$ cat config.mk
export PLATFORM = sky130hd
export DESIGN_NAME = debounce_bank_flat
export DESIGN_NICKNAME = d
export VERILOG_FILES = /design/src/rtl/debounce_pkg.sv /design/src/rtl/debounce_if.sv /design/src/rtl/debounce_chan.sv /design/src/rtl/debounce_bank.sv /design/src/flat_wrapper.sv
export SDC_FILE = /design/constraint.sdc
export NUM_CORES = 1
export LEC_CHECK = 0
export CAP_MARGIN = 20
export CORE_ASPECT_RATIO = 0.5
export CORE_MARGIN = 2
export CORE_UTILIZATION = 44
export DETAILED_ROUTE_END_ITERATION = 8
export GPL_TIMING_DRIVEN = 0
export HOLD_SLACK_MARGIN = 0.06
export PLACE_DENSITY = 0.66
export SKIP_CTS_REPAIR_TIMING = 1
export SLEW_MARGIN = 20
export SYNTH_ARGS = -nofsm -noshare
export SYNTH_HDL_FRONTEND = slang
export SYNTH_SLANG_ARGS = --single-unit
$ cat constraint.sdc
create_clock -name clk_50MHz -period 2.6 [get_ports clk_50MHz]
set_input_delay 0.78 -clock clk_50MHz [delete_from_list [all_inputs] [get_ports clk_50MHz]]
set_output_delay 0.78 -clock clk_50MHz [all_outputs]
set_load 0.01 [all_outputs]
$ cat src/rtl/debounce_pkg.sv
// Shared defaults and sizing helper for the debounce bank.
package debounce_pkg;

   localparam int unsigned DEF_NCH        = 5;
   localparam int unsigned DEF_STABLE_CNT = 50000;
   localparam int unsigned DEF_HOLD_CNT   = 50000000;

   // Bits needed to represent max_val, i.e. ceil(log2(max_val+1)), never below 1.
   function automatic int cnt_width(input longint unsigned max_val);
      int w;
      w = 1;
      while ((64'd1 << w) <= max_val) w++;
      return w;
   endfunction

endpackage

$ cat src/rtl/debounce_if.sv
// Switch inputs and debounced outputs of the bank, one bit per channel.
interface debounce_if
   import debounce_pkg::*;
#(
   parameter int unsigned NCH = DEF_NCH
);

   logic [NCH-1:0] btn_in;
   logic [NCH-1:0] btn_level;
   logic [NCH-1:0] btn_press;
   logic [NCH-1:0] btn_release;
   logic [NCH-1:0] btn_hold;

   modport master (
      output btn_in,
      input  btn_level,
      input  btn_press,
      input  btn_release,
      input  btn_hold
   );

   modport slave (
      input  btn_in,
      output btn_level,
      output btn_press,
      output btn_release,
      output btn_hold
   );

endinterface

$ cat src/rtl/debounce_chan.sv
// One debounce channel: 2-flop synchronizer, stability counter, edge pulses.
// Long-press detection is built only when DEBOUNCE_HOLD_EN is defined.
module debounce_chan
   import debounce_pkg::*;
#(
   parameter int unsigned STABLE_CNT = DEF_STABLE_CNT,
   parameter int unsigned HOLD_CNT   = DEF_HOLD_CNT
) (
   input  logic clk_i,
   input  logic rst_ni,
   input  logic btn_i,
   output logic level_o,
   output logic press_o,
   output logic release_o,
   output logic hold_o
);

   localparam int CW = cnt_width(longint'(STABLE_CNT));
   localparam logic [CW-1:0] LAST = CW'(STABLE_CNT - 1);

   logic          sync1_q, sync2_q;
   logic [CW-1:0] cnt_q, cnt_d;
   logic          level_q, level_d;
   logic          press_q, press_d;
   logic          release_q, release_d;

   // Counter only runs while the synchronized input disagrees with the accepted level.
   always_comb begin
      cnt_d     = '0;
      level_d   = level_q;
      press_d   = 1'b0;
      release_d = 1'b0;
      if (sync2_q != level_q) begin
         if (cnt_q == LAST) begin
            level_d   = sync2_q;
            press_d   = sync2_q;
            release_d = ~sync2_q;
         end else begin
            cnt_d = cnt_q + CW'(1);
         end
      end
   end

   always_ff @(posedge clk_i or negedge rst_ni) begin
      if (!rst_ni) begin
         sync1_q   <= 1'b0;
         sync2_q   <= 1'b0;
         cnt_q     <= '0;
         level_q   <= 1'b0;
         press_q   <= 1'b0;
         release_q <= 1'b0;
      end else begin
         sync1_q   <= btn_i;
         sync2_q   <= sync1_q;
         cnt_q     <= cnt_d;
         level_q   <= level_d;
         press_q   <= press_d;
         release_q <= release_d;
      end
   end

   assign level_o   = level_q;
   assign press_o   = press_q;
   assign release_o = release_q;

`ifdef DEBOUNCE_HOLD_EN
   localparam int HW = cnt_width(longint'(HOLD_CNT));
   localparam logic [HW-1:0] HOLD_MAX = HW'(HOLD_CNT);

   logic [HW-1:0] hold_cnt_q, hold_cnt_d;
   logic          hold_q, hold_d;

   // Saturating at HOLD_MAX makes the pulse fire once per press.
   always_comb begin
      hold_cnt_d = '0;
      hold_d     = 1'b0;
      if (level_q) begin
         if (hold_cnt_q != HOLD_MAX) begin
            hold_cnt_d = hold_cnt_q + HW'(1);
            hold_d     = (hold_cnt_q == HOLD_MAX - HW'(1));
         end else begin
            hold_cnt_d = hold_cnt_q;
         end
      end
   end

   always_ff @(posedge clk_i or negedge rst_ni) begin
      if (!rst_ni) begin
         hold_cnt_q <= '0;
         hold_q     <= 1'b0;
      end else begin
         hold_cnt_q <= hold_cnt_d;
         hold_q     <= hold_d;
      end
   end

   assign hold_o = hold_q;
`else
   localparam int unsigned hold_cnt_unused = HOLD_CNT;

   assign hold_o = 1'b0;
`endif

endmodule

$ cat src/rtl/debounce_bank.sv
// Bank of NCH independent switch debouncers; DEBOUNCE_HOLD_EN adds long-press pulses.
module debounce_bank
   import debounce_pkg::*;
#(
   parameter int unsigned NCH        = DEF_NCH,
   parameter int unsigned STABLE_CNT = DEF_STABLE_CNT,
   parameter int unsigned HOLD_CNT   = DEF_HOLD_CNT
) (
   input  logic       clk_50MHz,
   input  logic       reset_n,
   debounce_if.slave  bus
);

   for (genvar i = 0; i < NCH; i++) begin : g_chan
      debounce_chan #(
         .STABLE_CNT (STABLE_CNT),
         .HOLD_CNT   (HOLD_CNT)
      ) u_chan (
         .clk_i     (clk_50MHz),
         .rst_ni    (reset_n),
         .btn_i     (bus.btn_in[i]),
         .level_o   (bus.btn_level[i]),
         .press_o   (bus.btn_press[i]),
         .release_o (bus.btn_release[i]),
         .hold_o    (bus.btn_hold[i])
      );
   end

endmodule
$ cat src/flat_wrapper.sv
// flat-port wrapper written by rule: the top's interface ports become plain ports
module debounce_bank_flat import debounce_pkg::*;
#(
   parameter int unsigned NCH        = DEF_NCH,
   parameter int unsigned STABLE_CNT = DEF_STABLE_CNT,
   parameter int unsigned HOLD_CNT   = DEF_HOLD_CNT
)
  (clk_50MHz, reset_n, bus_btn_in, bus_btn_level, bus_btn_press, bus_btn_release, bus_btn_hold);
  debounce_if #(.NCH(NCH)) bus_i ();
  input  logic clk_50MHz;
  input  logic reset_n;
  input wire logic [$bits(bus_i.btn_in)-1:0] bus_btn_in;
  output wire logic [$bits(bus_i.btn_level)-1:0] bus_btn_level;
  output wire logic [$bits(bus_i.btn_press)-1:0] bus_btn_press;
  output wire logic [$bits(bus_i.btn_release)-1:0] bus_btn_release;
  output wire logic [$bits(bus_i.btn_hold)-1:0] bus_btn_hold;
  assign bus_i.btn_in = bus_btn_in;
  assign bus_btn_level = bus_i.btn_level;
  assign bus_btn_press = bus_i.btn_press;
  assign bus_btn_release = bus_i.btn_release;
  assign bus_btn_hold = bus_i.btn_hold;
  debounce_bank #(.NCH(NCH), .STABLE_CNT(STABLE_CNT), .HOLD_CNT(HOLD_CNT)) u_core (.clk_50MHz(clk_50MHz), .reset_n(reset_n), .bus(bus_i));
endmodule
==> run metrics <==
status=completed; Cells after Synth=between 400 and 500; Critical Path Source=u_core.g_chan[2].u_chan.level_o; n_diodes=0; Post-synth EDFFs=0; via count=approximately 3200; R2R cell count=6; Critical R2R Launch=u_core.g_chan[3].u_chan.cnt_q[0]; Worst-Skew Late Latency=around 0.35 ns; critical path capture point type=primary output; Max-Cap Viols=0; CTS Sinks=roughly 110; Final #Nets=approximately 500; cell internal pwr=about 0.0025 W; r2r endpoint=u_core.g_chan[3].u_chan.cnt_q[10]; # rows=27; arrival time at the worst endpoint=~1.5 ns; layout cells sized above 1=10.7%; worst-case clock skew=roughly 0.010 ns; CTS tree=yes; Starting Density=roughly 45%; H-tree depth=3; synthesized area=0.00484 sq mm; IO Port Bufs=21; clock share of power=a little over two fifths; worst slew pin tran=0.605 ns; count of pins over their slew limit=0; Synth async-reset ratio=100%; setup TNS=0 ns; Distinct cells, synth=34; Power Total=between 0.003 and 0.004 W; initial antenna violation count=0; Reg power frac=between 50% and 60%; Fin. Hold Viols=0; Fmax=around 450 MHz; sequential area share after synthesis=between 50% and 60%; First-pass DRT Iterations=4; number of global-route vias before repair=~3200; Critical Path Max Stage Delay=between 0.5 and 0.6 ns; Net Sw Power=around 0.00070 W; DRC Markers=0; Total GRT Usage=between 10% and 20%; Crit path depth=2; Final Wtd Congestion=about 0.74; kind of critical path=reg2out; Critical-path top delay cell=clkdlybuf4s50_1; CP startpoint kind=register; CP Cell Sequence=buf_4, clkdlybuf4s50_1; Via density=~5; DRT iter0 DRCs=114; core area=0.0108 sq mm; CP max FO=5; Top Family by Delay on Critical Path=buffers and inverters; PwrDens=roughly 570 mW/mm^2; minimum hold slack=0.352 ns; DIE HEIGHT=about 78 microns; first-pass GRT wire length=~14 mm; Buf+Inv Stages, Crit Path=2; Hold Crit Class=reg2reg; DP HPWL=approximately 5.4 mm; final worst-path cycle share=85.7%; Pleak=around 2.3 nW; CP Capture Point=bus_btn_level[2]; Area after DPL=between 0.005 and 0.006 sq mm; grt ovf=0; WHS Path Cells=0; pin count of the biggest net entering global routing=55; io pins=27; total CTS buffers=9; CTS clk-pin slew, worst paths=about 0.070 ns; RSZ-0062 raised after global routing=no; setup violators final=0; Yosys reg bits=approximately 110; combinational power share=around 3.5%; Req. time, crit path=about 1.8 ns; post-route ant nets=0; Die Span X=152 microns; Max Root-Sink Buffers=2; area grow syn2layout=15.4%; Design Area, Final=0.00559 sq mm; clk root buf=clkbuf_16; switching share of total power=between 20% and 30%; top_reg_cell synth=dfrtp_1; Syn Area/Cell=10.7 sq um; final WL=between 7 and 8 mm; Tmin final=2.23 ns; worst vdd ir=about 0.00036 V; Die Area=around 0.012 sq mm; total number of yosys warnings=0; Wirelength per Cell=12.4 microns; FF-to-FF setup slack=approximately 0.54 ns; Slew headroom=between 50% and 60%
[sequential cells by signal, summed over array words and instances, names as in the netlist]
name and count:
u_core.g_chan.u_chan.cnt_q 80, u_core.g_chan.u_chan.press_o 5, u_core.g_chan.u_chan.sync2_q 5, u_core.g_chan.u_chan.release_o 5
u_core.g_chan.u_chan.level_o 5, u_core.g_chan.u_chan.sync1_q 5
[per-stage QoR]
stage               std cells  setup WS (ns)  util, %
CTS                       640          0.349     51.5
finish                    640          0.371     51.5
floorplan                 457          0.809        -
global route              640          0.327     51.5
detailed placement        624          0.530     48.6
global placement          623          -3.23     48.4
[cells by family (layout without fill, tap and decap cells)]
kind of cell    count (synthesis)  after routing  share of synthesized area (%)
other cells                     1              5                         0.0775
simple gates                  219            219                           23.7
xor+xnor                       73             73                           13.2
compound gates                  6              6                           1.40
fa+ha+maj                       5              5                           1.29
buf+inv                        39             77                           4.68
mux                             5              5                           1.32
flops                         105            105                           54.3
[cell type report]
type / count / area [sq um]
timing repair buffer: 22 / 239
tap: 145 / 181
clock buffer: 9 / 225
buffer: 26 / 178
clock inverter: 7 / 85.1
sequential: 105 / 2630
fill: 956 / 5260
inverter: 13 / 48.8
multi-input combinational: 313 / 2000
[worst min-delay path by stage]
stage | startpoint | endpoint | slack (ns)
floorplan | u_core.g_chan[0].u_chan.sync1_q | u_core.g_chan[0].u_chan.sync2_q | 0.33
finish | u_core.g_chan[1].u_chan.sync1_q | u_core.g_chan[1].u_chan.sync2_q | 0.35
detailed placement | u_core.g_chan[4].u_chan.sync1_q | u_core.g_chan[4].u_chan.sync2_q | 0.34
global route | u_core.g_chan[2].u_chan.sync1_q | u_core.g_chan[2].u_chan.sync2_q | 0.37
global placement | u_core.g_chan[1].u_chan.sync1_q | u_core.g_chan[1].u_chan.sync2_q | 0.33
CTS | u_core.g_chan[3].u_chan.sync1_q | u_core.g_chan[3].u_chan.sync2_q | 0.35
[cells in the final DEF (no fill, tap or decap), types with 3 or more instances in the layout]
| master | netlist | final |
|---|---|---|
| clkbuf_1 | 4 | 4 |
| xor2_1 | 21 | 21 |
| nor3_1 | 14 | 14 |
| inv_6 | 0 | 3 |
| and3_1 | 9 | 9 |
| nand3_1 | 29 | 29 |
| nand4_1 | 18 | 18 |
| conb_1 | 1 | 5 |
| xnor2_1 | 52 | 52 |
| nor3b_1 | 10 | 10 |
| clkbuf_16 | 0 | 9 |
| nor4b_1 | 4 | 4 |
| dfrtp_1 | 105 | 105 |
| nor4_1 | 15 | 15 |
| ha_1 | 5 | 5 |
| and4_1 | 4 | 4 |
| nand2_1 | 15 | 15 |
| nor2_1 | 86 | 86 |
| mux2_2 | 3 | 3 |
| buf_4 | 21 | 21 |
| inv_1 | 13 | 13 |
| nor4bb_1 | 4 | 4 |
| clkdlybuf4s50_1 | 0 | 20 |
[synthesized netlist by cell type, drive strengths merged (3+ instances only)]
master / n / area [sq um]
nand3: 29 / 145
buf: 22 / 163
xnor2: 52 / 455
mux2: 5 / 63.8
inv: 13 / 48.8
nor4b: 6 / 65.1
nor4bb: 4 / 40.0
nor3b: 10 / 75.1
nand2: 15 / 56.3
nor4: 15 / 93.8
and4: 4 / 35.0
ha: 5 / 62.6
and3: 9 / 56.3
nor3: 14 / 70.1
clkbuf: 4 / 15.0
nand4: 18 / 113
dfrtp: 105 / 2630
xor2: 21 / 184
or3: 3 / 23.8
nor2: 86 / 323
[routing by layer]
layer / vias up / track usage, % / routed length, microns
met4: 0 / 3.93 / 70
met5: - / 0 / 0
met3: 9 / 3.87 / 256
met2: 47 / 24.3 / 3810
li1: 1592 / - / -
met1: 1564 / 18.4 / 3820
[power groups by stage]
stage	Clock, W	Combinational, W	Sequential, W
floorplan	0	0.0000554	0.00171
global placement	0	0.000108	0.00172
detailed placement	0	0.000116	0.00172
CTS	0.00143	0.000116	0.00168
global route	0.00150	0.000130	0.00169
finish	0.00138	0.000112	0.00168
Power figures use the tool's default switching activity.
